[src/rtl/lsu_pkg.sv]
// Shared types and helpers for the RV64 load/store unit.
package lsu_pkg;

  localparam logic [2:0] F3_B   = 3'b000;
  localparam logic [2:0] F3_H   = 3'b001;
  localparam logic [2:0] F3_W   = 3'b010;
  localparam logic [2:0] F3_D   = 3'b011;
  localparam logic [2:0] F3_BU  = 3'b100;
  localparam logic [2:0] F3_HU  = 3'b101;
  localparam logic [2:0] F3_WU  = 3'b110;
  localparam logic [2:0] F3_BAD = 3'b111;

  typedef enum logic [2:0] {
    S_IDLE,
    S_BEAT0,
    S_WAIT0,
    S_BEAT1,
    S_WAIT1,
    S_RESP
  } state_e;

  function automatic logic [3:0] access_size(input logic [2:0] f3);
    return 4'd1 << f3[1:0];
  endfunction

  // Byte lanes touched across two consecutive 8-byte words.
  function automatic logic [15:0] lane_mask(input logic [2:0] f3, input logic [2:0] off);
    logic [15:0] m;
    m = (16'd1 << access_size(f3)) - 16'd1;
    return m << off;
  endfunction

  function automatic logic is_illegal(input logic we, input logic [2:0] f3);
    return (f3 == F3_BAD) || (we && f3[2]);
  endfunction

endpackage

[src/rtl/lsu_align.sv]
// Combinational lane alignment: store data/mask positioning across two beats,
// load extraction from the {hi,lo} word pair with sign/zero extension.
module lsu_align
  import lsu_pkg::*;
(
  input  logic [2:0]  funct3_i,
  input  logic [2:0]  off_i,
  input  logic [63:0] wdata_i,
  input  logic [63:0] lo_i,
  input  logic [63:0] hi_i,
  output logic [63:0] wdata0_o,
  output logic [63:0] wdata1_o,
  output logic [7:0]  wmask0_o,
  output logic [7:0]  wmask1_o,
  output logic        split_o,
  output logic [63:0] rdata_o
);

  logic [5:0]   sh;
  logic [127:0] wide_w;
  logic [15:0]  m;
  logic [63:0]  raw;

  assign sh       = {off_i, 3'b000};
  assign wide_w   = {64'd0, wdata_i} << sh;
  assign wdata0_o = wide_w[63:0];
  assign wdata1_o = wide_w[127:64];
  assign m        = lane_mask(funct3_i, off_i);
  assign wmask0_o = m[7:0];
  assign wmask1_o = m[15:8];
  assign split_o  = ({1'b0, off_i} + access_size(funct3_i)) > 4'd8;
  assign raw      = 64'({hi_i, lo_i} >> sh);

  always_comb begin
    rdata_o = raw;
    case (funct3_i)
      F3_B:    rdata_o = {{56{raw[7]}}, raw[7:0]};
      F3_BU:   rdata_o = {56'd0, raw[7:0]};
      F3_H:    rdata_o = {{48{raw[15]}}, raw[15:0]};
      F3_HU:   rdata_o = {48'd0, raw[15:0]};
      F3_W:    rdata_o = {{32{raw[31]}}, raw[31:0]};
      F3_WU:   rdata_o = {32'd0, raw[31:0]};
      F3_D:    rdata_o = raw;
      default: rdata_o = raw;
    endcase
  end

endmodule

[src/rtl/lsu.sv]
// RV64 load/store unit: one request at a time, split into at most two aligned
// memory beats, single-cycle response pulse with extended load data.
module lsu
  import lsu_pkg::*;
(
  input  logic        clk,
  input  logic        rst,
  input  logic        req_valid,
  output logic        req_ready,
  input  logic        req_we,
  input  logic [2:0]  req_funct3,
  input  logic [63:0] req_addr,
  input  logic [63:0] req_wdata,
  output logic        resp_valid,
  output logic [63:0] resp_rdata,
  output logic        resp_err,
  output logic        mem_valid,
  input  logic        mem_ready,
  output logic        mem_we,
  output logic [63:0] mem_addr,
  output logic [63:0] mem_wdata,
  output logic [7:0]  mem_wmask,
  input  logic        mem_rvalid,
  input  logic [63:0] mem_rdata
);

  state_e      state_q;
  logic [63:0] addr_q, wdata_q, lo_q, hi_q;
  logic [2:0]  f3_q;
  logic        we_q;

  logic        idle;
  logic [2:0]  a_f3, a_off;
  logic [63:0] a_wdata, a_lo, a_hi;
  logic [63:0] wd0, wd1, rdata_ext, beat1_addr;
  logic [7:0]  wm0, wm1;
  logic        split;

  // In IDLE the aligner looks at the incoming request so beat0 can be
  // registered on the accept edge; afterwards it works from held state.
  assign idle       = (state_q == S_IDLE);
  assign a_f3       = idle ? req_funct3    : f3_q;
  assign a_off      = idle ? req_addr[2:0] : addr_q[2:0];
  assign a_wdata    = idle ? req_wdata     : wdata_q;
  assign a_lo       = (state_q == S_WAIT0) ? mem_rdata : lo_q;
  assign a_hi       = (state_q == S_WAIT1) ? mem_rdata : hi_q;
  assign beat1_addr = {addr_q[63:3], 3'b000} + 64'd8;

  lsu_align u_align (
    .funct3_i (a_f3),
    .off_i    (a_off),
    .wdata_i  (a_wdata),
    .lo_i     (a_lo),
    .hi_i     (a_hi),
    .wdata0_o (wd0),
    .wdata1_o (wd1),
    .wmask0_o (wm0),
    .wmask1_o (wm1),
    .split_o  (split),
    .rdata_o  (rdata_ext)
  );

  always_ff @(posedge clk) begin
    if (rst) begin
      state_q    <= S_IDLE;
      addr_q     <= '0;
      wdata_q    <= '0;
      lo_q       <= '0;
      hi_q       <= '0;
      f3_q       <= '0;
      we_q       <= 1'b0;
      req_ready  <= 1'b1;
      mem_valid  <= 1'b0;
      mem_we     <= 1'b0;
      mem_addr   <= '0;
      mem_wdata  <= '0;
      mem_wmask  <= '0;
      resp_valid <= 1'b0;
      resp_rdata <= '0;
      resp_err   <= 1'b0;
    end else begin
      resp_valid <= 1'b0;
      resp_err   <= 1'b0;
      resp_rdata <= '0;
      case (state_q)
        S_IDLE: begin
          if (req_valid) begin
            addr_q    <= req_addr;
            wdata_q   <= req_wdata;
            f3_q      <= req_funct3;
            we_q      <= req_we;
            hi_q      <= '0;
            req_ready <= 1'b0;
            if (is_illegal(req_we, req_funct3)) begin
              state_q    <= S_RESP;
              resp_valid <= 1'b1;
              resp_err   <= 1'b1;
            end else begin
              state_q   <= S_BEAT0;
              mem_valid <= 1'b1;
              mem_we    <= req_we;
              mem_addr  <= {req_addr[63:3], 3'b000};
              mem_wdata <= req_we ? wd0 : 64'd0;
              mem_wmask <= req_we ? wm0 : 8'd0;
            end
          end
        end
        S_BEAT0: begin
          if (mem_ready) begin
            if (!we_q) begin
              mem_valid <= 1'b0;
              state_q   <= S_WAIT0;
            end else if (split) begin
              state_q   <= S_BEAT1;
              mem_addr  <= beat1_addr;
              mem_wdata <= wd1;
              mem_wmask <= wm1;
            end else begin
              mem_valid  <= 1'b0;
              state_q    <= S_RESP;
              resp_valid <= 1'b1;
            end
          end
        end
        S_WAIT0: begin
          if (mem_rvalid) begin
            lo_q <= mem_rdata;
            if (split) begin
              state_q   <= S_BEAT1;
              mem_valid <= 1'b1;
              mem_addr  <= beat1_addr;
              mem_wdata <= '0;
              mem_wmask <= '0;
            end else begin
              state_q    <= S_RESP;
              resp_valid <= 1'b1;
              resp_rdata <= rdata_ext;
            end
          end
        end
        S_BEAT1: begin
          if (mem_ready) begin
            mem_valid <= 1'b0;
            if (we_q) begin
              state_q    <= S_RESP;
              resp_valid <= 1'b1;
            end else begin
              state_q <= S_WAIT1;
            end
          end
        end
        S_WAIT1: begin
          if (mem_rvalid) begin
            hi_q       <= mem_rdata;
            state_q    <= S_RESP;
            resp_valid <= 1'b1;
            resp_rdata <= rdata_ext;
          end
        end
        S_RESP: begin
          state_q   <= S_IDLE;
          req_ready <= 1'b1;
        end
        default: begin
          state_q   <= S_IDLE;
          req_ready <= 1'b1;
        end
      endcase
    end
  end

endmodule

[config.mk]
export PLATFORM = sky130hd
export DESIGN_NAME = lsu
export DESIGN_NICKNAME = d
export VERILOG_FILES = /design/src/rtl/lsu_pkg.sv /design/src/rtl/lsu_align.sv /design/src/rtl/lsu.sv
export SDC_FILE = /design/constraint.sdc
export NUM_CORES = 1
export LEC_CHECK = 0
export BUFFER_PORTS_ARGS = -buffer_cell sky130_fd_sc_hd__buf_4
export CELL_PAD_IN_SITES_DETAIL_PLACEMENT = 2
export CELL_PAD_IN_SITES_GLOBAL_PLACEMENT = 2
export CORE_MARGIN = 2
export CORE_UTILIZATION = 36
export DETAILED_ROUTE_END_ITERATION = 10
export GPL_TIMING_DRIVEN = 0
export PLACE_DENSITY_LB_ADDON = 0.1
export RECOVER_POWER = 100
export SLEW_MARGIN = 0
export SYNTH_ARGS = -nofsm -noshare
export SYNTH_HDL_FRONTEND = slang
export SYNTH_SLANG_ARGS = --single-unit
export TNS_END_PERCENT = 20
[constraint.sdc]
create_clock -name clk -period 11.3 [get_ports clk]
set_input_delay 1.13 -clock clk [delete_from_list [all_inputs] [get_ports clk]]
set_output_delay 1.13 -clock clk [all_outputs]
set_load 0.01 [all_outputs]
==> run summary, run 1 <==
The terminating pin of the worst hold path is hi_q[50]. In this run the critical register-to-register path is launched from state_q[0]. The share of synthesized area occupied by flip-flops and latches came out at 0.353. The synthesized design spends more area on one cell type than any other, namely sky130_fd_sc_hd__dfxtp_1. The distinct cell type count after synthesis is 85. The combined global-route utilization of all metal layers came out at 0.411.

The nature of the critical path endpoint is a register. During I/O placement, the number of pins put on the boundary was 406. The count of nets left with antenna violations after detail routing is 0.

The data arrival time at the worst-slack endpoint came out at approximately 7.6 ns. The via count of the first global-routing pass is 32,400. The first TritonRoute pass finished after 8 iterations. Buffers inserted during clock tree synthesis total 56. The tree is rooted in a sky130_fd_sc_hd__clkbuf_16. STA classifies the critical path startpoint as a register. Gates resized during post-CTS repair numbered 0. The stage delay of the slowest cell on the critical path is ~0.64 ns. Setup slack on the worst reg-to-reg path comes out at between 4 and 5 ns.

After detailed routing, the number of remaining DRC violations is 0. The placed standard-cell area is around 30,000 µm². The adder-cell share of the synthesized area is 0.00270.

After detailed routing, the average wire length per cell comes to 32.3 µm. The clock transition at the register clock pins on the worst setup and hold paths after CTS is 0.06 ns. TritonCTS built the clock tree. By area, the combinational part of the netlist is dominated by simple AND/OR/NAND/NOR gates. Measured against its own limit, the worst slew margin works out to 0.178. The area fraction in compound gates after synthesis came to 0.206. The critical path is of the register to register type.

The end of the worst register-to-register path is mem_addr[52]. After clock tree synthesis, the setup repair step added 0 buffers. The initial antenna violation count came to 7. On the final layout, the worst clock skew is 0.0161 ns. The most instantiated flip-flop cell in the synthesis netlist is sky130_fd_sc_hd__dfxtp_1.

Counting instances, the worst hold path has a depth of 2. The floorplan step set the die width to 272 µm. No sink is reached through more buffers than the 3 on the longest clock path. In this run the worst hold path is classified as register to register. Setup repair after global routing left no endpoint under its margin. The post-layout minimum cycle time came out at ~7 ns. Sorting the synthesized cells by how often they occur yields 821 x sky130_fd_sc_hd__nand2_1, 465 x sky130_fd_sc_hd__a21oi_1, 457 x sky130_fd_sc_hd__dfxtp_1.

The post-synth design cell area came out at between 20,000 and 30,000 µm². The first-pass GRT wire length came out at roughly 230,000 µm. The total number of vias is 30,300. The total congestion overflow is 0. The final worst hold slack is around 0.46 ns. Among all stages on the critical path, the largest delay is contributed by sky130_fd_sc_hd__clkbuf_1. The critical path goes through clkbuf_1, buf_2, o31a_1, nor2_1, inv_1, buf_2, buf_2, clkbuf_1, ha_1, a21oi_1, a21oi_1, mux2i_1, a31oi_1, o22ai_1, clkbuf_1, clkbuf_1, clkbuf_1, o2111ai_1, o21ai_0. The required time at the endpoint of the critical path came out at 11.87 ns. Ranked by total cell area, the synthesized netlist is headed by sky130_fd_sc_hd__dfxtp_1 35%, sky130_fd_sc_hd__nand2_1 12%, sky130_fd_sc_hd__mux2i_1 12%, sky130_fd_sc_hd__a21oi_1 9.0%, sky130_fd_sc_hd__nand3_1 3.8%.

The fraction of registers with async set or reset after synthesis is 0. The area share of and/or/nand/nor cells after synthesis came out at 0.223. The top-area cell type share of the netlist area is 0.353. The largest fanout of any net on the critical path is 11. IR analysis of the VDD net gives a maximum drop of 136 µV.

Averaged over all synthesized cells, the footprint is 7.58 µm². The number of port buffers came out at between 300 and 400. The number of DRC markers in iteration 0 came out at 2,608. The post-detailed-routing wire length is 157,000 µm. Among cell families on the critical path, the largest total delay comes from buffers and inverters. After the last flow step, the layout net total stands at 4,085.

The logic depth of the worst register-to-register path is 19. The register bit total from synthesis is 457. Of the total synthesized cell area, the portion taken by XOR and XNOR cells is 0.0203. Relative to the synthesized area, the layout overhead comes to 20.0%. The TritonCTS sink count is 457. In the final timing run, aggregate negative setup slack is 0 ns. The multiplexer area fraction after synthesis came out at 0.140. The HPWL reported at the end of detailed placement came out at 122,000 µm. The Yosys step of the flow raised 0 warnings. In the post-synthesis netlist, the cell with the most instances is sky130_fd_sc_hd__nand2_1. The die span in y is 272 µm. The core area is 71,400 µm².

The share of the clock period used by the worst path after layout is 0.626. The overall die area came out at 74,200 µm². The later pin in the worst-skew pair is clocked with a latency of 0.64 ns. The number of cells produced by synthesis is 3,421. The via density per instance is around 6.2. The number of H-tree levels came out at 2. The total power per unit cell area came out at 294 nW/µm². Setup violations remaining at the end of the flow were counted as 0. The peak clock frequency supported by timing came out at around 0.14 GHz. Yosys mapped a number of flops with a built-in enable equal to 0.

The post-cts hold buffer count is 0. The largest net degree at the start of global routing came out at 16. Counting both buffers and inverters, the worst setup path holds a total of 9. The number of failing hold endpoints at the final stage is 0.

The critical hold path startpoint is hi_q[50]. The final weighted congestion of routability-driven global placement came out at 1.01. After floorplanning, the core was divided into 98 placement rows. The leakage power figure came out at 11.0 nW. The cell that appears most often on the critical path is sky130_fd_sc_hd__clkbuf_1.

The run finished with clean final reports. The area of all placed cells without fillers came out at roughly 31,000 µm². For this configuration, the core starts out at a cell density of 0.363. In the final layout, the share of cells above drive strength 1 is 0.101. The actual transition at the worst max-transition pin came out at between 1 and 1.5 ns. The final number of max-transition violations came out at 0.

Across the run, the number of max-cap violations was 0.
[per-layer routing]
layer  up-vias  wire length [µm]  share of wire  GRT usage
li1      13000                 -              -          -
met1     15400             60700           0.39      0.481
met2      1400             74600           0.47      0.698
met3       469             10100          0.064     0.0625
met4         8             11900          0.075      0.272
met5         -                54        0.00034          0
[logic make-up (layout without fill, tap and decap cells)]
logic type / after synthesis / after routing
buffers and inverters: 345 / 840
adders and majority gates: 5 / 5
DFF: 457 / 457
xor gates and xnor gates: 60 / 60
muxes: 354 / 354
other: 1 / 6
AOI/OAI and AO/OA: 872 / 872
and+or+nand+nor: 1327 / 1327
[worst min-delay path, stage by stage (launching register included)]
cell and delay (ns):
sky130_fd_sc_hd__dfxtp_1 0.31, sky130_fd_sc_hd__nand2_1 0.05, sky130_fd_sc_hd__a21oi_1 0.05
[layout make-up]
type                    instances  area, µm²
fillers                      8403      40200
diodes                          3       7.51
well taps                     950       1190
clock buffers                  76       1560
flip-flops and latches        457       9150
clock inverters                21        320
inverters                      17       63.8
plain buffers                 328       1300
repair buffers                398       2230
multi-input cells            2621      15300
[power breakdown]
group	internal [mW]	leakage, nW	switching (mW)	total [mW]
clock	1.12	0.922	0.795	1.92
combinational	1.31	6.38	3.69	5.01
sequential	1.94	3.72	0.311	2.25
total	4.37	11.0	4.80	9.17
[cells in the final DEF, fill, tap and decap left out, types with 29 or more instances in the layout]
cell                          n
sky130_fd_sc_hd__a211oi_1    95
sky130_fd_sc_hd__xnor2_1     41
sky130_fd_sc_hd__nand4_1     29
sky130_fd_sc_hd__nor2_1     109
sky130_fd_sc_hd__a222oi_1    32
sky130_fd_sc_hd__o21ai_0    111
sky130_fd_sc_hd__nand2_1    821
sky130_fd_sc_hd__buf_1       37
sky130_fd_sc_hd__buf_2       38
sky130_fd_sc_hd__mux2_2      49
sky130_fd_sc_hd__a21oi_1    469
sky130_fd_sc_hd__clkbuf_1   462
sky130_fd_sc_hd__nor3_1      72
sky130_fd_sc_hd__mux2i_1    303
sky130_fd_sc_hd__buf_4      201
sky130_fd_sc_hd__nand3_1    197
sky130_fd_sc_hd__dfxtp_1    457
sky130_fd_sc_hd__clkbuf_16   56
[worst max path at each step]
stage                 from            end  slack (ns)  cells after the start
6_report        state_q[0]   mem_addr[52]        4.23                     19
5_1_grt         state_q[0]   mem_addr[52]        3.99                     17
4_1_cts        req_addr[0]  resp_rdata[6]        4.90                     15
3_5_place_dp   req_addr[0]  resp_rdata[6]        4.28                     15
3_3_place_gp   req_addr[0]  resp_rdata[6]        4.32                     15
2_1_floorplan  req_addr[0]   mem_addr[52]        6.46                     18
[sequential cells by signal, indices dropped and copies added (netlist names), 3 cells and up]
register and cells:
addr_q 64, lo_q 64, mem_wdata 64, resp_rdata 64, wdata_q 64, mem_addr 61, hi_q 56, mem_wmask 8
f3_q 3, state_q 3
[stage by stage]
step | instances | total power [mW] | util | setup WS, ns
6_report | 4871 | 9.17 | 0.436 | 4.23
5_1_grt | 4871 | 9.46 | 0.436 | 3.99
4_1_cts | 4868 | 9.17 | 0.448 | 4.90
3_5_place_dp | 4771 | 7.21 | 0.422 | 4.28
3_3_place_gp | 4771 | 7.03 | 0.422 | 4.32
2_1_floorplan | 3423 | 4.91 | - | 6.46
Note: power is estimated with default switching activity, not from simulation.
==> run 2, diff against run 1 <==
--- a/config.mk
+++ b/config.mk
@@ -9,7 +9,7 @@
 export CELL_PAD_IN_SITES_DETAIL_PLACEMENT = 2
 export CELL_PAD_IN_SITES_GLOBAL_PLACEMENT = 2
 export CORE_MARGIN = 2
-export CORE_UTILIZATION = 36
+export CORE_UTILIZATION = 30
 export DETAILED_ROUTE_END_ITERATION = 10
 export GPL_TIMING_DRIVEN = 0
 export PLACE_DENSITY_LB_ADDON = 0.1
==> constraint.sdc (replaced) <==
create_clock -name clk -period 6.1 [get_ports clk]
set_input_delay 0.61 -clock clk [delete_from_list [all_inputs] [get_ports clk]]
set_output_delay 0.61 -clock clk [all_outputs]
set_load 0.01 [all_outputs]
==> run 2 against run 1 <==
The flow now finishes with violations (capacitance limit, slew limit); die area rose by 20%; register-to-register slack got worse by 3.9 ns; total power rose by 82%; global-route usage fell by 8.2 points; combinational power rose by 82%; critical path depth fell by 3; final area rose by 0.76%; final cell count rose by 4.1%; via count fell by 4.9%; worst hold slack got worse by 0.23 ns; critical path type unchanged.
==> run summary, run 2 (synthesized netlist as in run 1, its figures left out) <==
For the final database, setup skew stands at 0.0269 ns. Dividing total power by cell area gives a power density of between 500 and 600 nW/µm². The first-pass detailed-route iteration total came out at 6. The sort of element at the start of the critical path is a register.

In this run the remaining antenna-violating nets after routing total 0. The first routing iteration left a little over 2,000 violations. The logic depth of the worst register-to-register path is 16. The required time at the endpoint of the critical path is 6.59 ns. Setup repair after global routing left no endpoint under its margin. The clock transition at the register clock pins on the worst setup and hold paths after CTS came out at 0.06 ns.

The initial antenna violation count came out at 10. The leakage power figure is 11.0 nW. Dividing the detail-routed wire length by the instance count gives ~30 µm. The final count of negative-setup-slack endpoints came out at 0. The fraction of layout cells with a size suffix above 1 is 0.102.

The HPWL reported at the end of detailed placement came out at 120,000 µm. The worst hold path belongs to the class input pin to register. Once the clock tree was built, the resizer swapped 0 gates to a different size. Entering global routing, the biggest net connects 16 pins. Of the available clock period, the critical path in the final layout requires 0.941.

The end of the worst register-to-register path is mem_addr[21]. The peak clock frequency supported by timing came out at 0.174 GHz. The remaining design rule violation count came out at 0. For the pin with the worst max-slew slack, the measured transition is 1.68 ns. The relative slew slack is -0.123. The core area is approximately 85,000 µm². The cell depth of the worst min-delay path came out at 3.

The cell at the root of the clock tree is sky130_fd_sc_hd__clkbuf_16. The CTS buffer count is 57. The overall die area came out at ~89,000 µm². The worst hold path terminates at addr_q[30].

The worst reg-to-reg setup slack came out at 0.36 ns. The via count of the first global-routing pass is 30,200. The post-detailed-routing wire length came out at about 150,000 µm. The final layout contains 4,084 nets. The worst reg2reg path startpoint is state_q[1].

The number of failing hold endpoints at the final stage came out at 0. The routed design could run at a clock period as short as 5.74 ns. The die span in y is ~300 µm. The max-capacitance violation count came out at 2. The worst-case IR drop observed on VDD is ~230 µV. The number of hold buffers added after CTS was 0. The TritonCTS sink count came out at 457. The total number of vias came out at 28,800. The total power after layout came out at 16.7 mW. 406 I/O pins were placed. The final weighted congestion of routability-driven global placement came out at 0.988. TritonCTS built the clock tree. Adding up every negative setup slack in the final design gives 0 ns.

The category of the most critical setup path is register to register. The starting density of the core is 0.304. The clock latency at the later pin of the worst-skew pair is 0.65 ns. The total congestion overflow came out at 0.

The maximum buffer depth of the clock tree came out at 3. The via density per instance came out at approximately 5.7. The library cell used most frequently in the layout, excluding fill and tap cells, is sky130_fd_sc_hd__nand2_1.

The flow ran to the end, but the final reports show violations. The horizontal die dimension came out at 298 µm. The nature of the critical path endpoint is a register. The data arrival time at the worst-slack endpoint is 6.23 ns.

The combined global-route utilization of all metal layers came out at 0.329. Leaving out fill and tap cells, the most frequent cells in the layout are 821 x sky130_fd_sc_hd__nand2_1, 469 x sky130_fd_sc_hd__a21oi_1, 457 x sky130_fd_sc_hd__dfxtp_1. The largest fanout of any net on the critical path came out at 20. In this run the most critical hold path is launched from req_addr[30]. The synthesis-to-finish area growth came out at 20.9%. The buffers inserted during post-CTS setup optimization came out at 0. The number of H-tree levels came out at 2. The floorplan has 107 rows. The first-pass GRT wire length came out at 217,000 µm. The number of port buffers came out at 398.

The final number of max-transition violations is 14. The checks that failed: capacitance limit, slew limit.
[run 2: cell types whose count changed in the layout (fill, tap and decap cells not counted), sizes merged]
| cell | change |
|---|---|
| buf | +6 |
| bufinv | -3 |
| clkinv | +4 |
| clkinvlp | -1 |
| diode | +3 |
| inv | -2 |
[run 2: worst max-delay path, cell delays in order, from the launching register on]
cell and delay (ns):
sky130_fd_sc_hd__dfxtp_1 0.30, sky130_fd_sc_hd__buf_2 0.27, sky130_fd_sc_hd__clkbuf_1 0.51, sky130_fd_sc_hd__o31a_1 0.24
sky130_fd_sc_hd__nor2_1 0.11, sky130_fd_sc_hd__inv_1 0.20, sky130_fd_sc_hd__buf_2 0.30, sky130_fd_sc_hd__buf_2 0.58
sky130_fd_sc_hd__ha_1 0.34, sky130_fd_sc_hd__a21oi_1 0.24, sky130_fd_sc_hd__a21oi_1 0.09, sky130_fd_sc_hd__mux2i_1 0.37
sky130_fd_sc_hd__a31oi_1 0.24, sky130_fd_sc_hd__o22a_1 0.29, sky130_fd_sc_hd__nor2_1 0.68, sky130_fd_sc_hd__clkbuf_1 0.57
sky130_fd_sc_hd__o21ai_0 0.20
[run 2: through the flow]
| stage | hold WS (ns) | util | area [µm²] | cells | setup WS (ns) |
|---|---|---|---|---|---|
| after floorplan | 0.427 | - | 25900 | 3423 | 1.78 |
| after global placement | 0.436 | 0.356 | 30400 | 4965 | -0.285 |
| after detailed placement | 0.447 | 0.356 | 30400 | 4965 | -0.252 |
| after CTS | 0.190 | 0.377 | 32200 | 5068 | 0.193 |
| after global routing | 0.218 | 0.367 | 31400 | 5072 | 0.0951 |
| final | 0.222 | 0.367 | 31400 | 5072 | 0.362 |
[run 2: cell type report]
class / count / area (µm²)
Sequential cell: 457 / 9150
Fill cell: 10300 / 54000
Clock buffer: 84 / 1640
Inverter: 17 / 63.8
Timing Repair Buffer: 398 / 2230
Clock inverter: 19 / 221
Antenna cell: 6 / 15.0
Tap cell: 1144 / 1430
Multi-Input combinational cell: 2621 / 15300
Buffer: 326 / 1310
[run 2: worst max-delay path by stage]
stage                start      endpoint
6_report        state_q[1]  mem_addr[21]
5_1_grt         state_q[1]  mem_addr[21]
4_1_cts         state_q[2]  mem_addr[39]
3_5_place_dp   req_addr[0]  mem_addr[12]
3_3_place_gp   req_addr[0]  mem_addr[20]
2_1_floorplan  req_addr[0]  mem_addr[52]
[run 2: metal layers]
layer  up-vias  GRT usage  routed length [µm]
li1      13100          -                   -
met5         -          0                  39
met1     14500      0.405               63100
met3       303     0.0423                7080
met2       927      0.562               72500
met4         6      0.171                9020
[run 2: report_power, final]
| group | switching [mW] | internal, mW |
|---|---|---|
| clock | 1.47 | 2.02 |
| sequential | 0.522 | 3.58 |
| combinational | 6.66 | 2.44 |
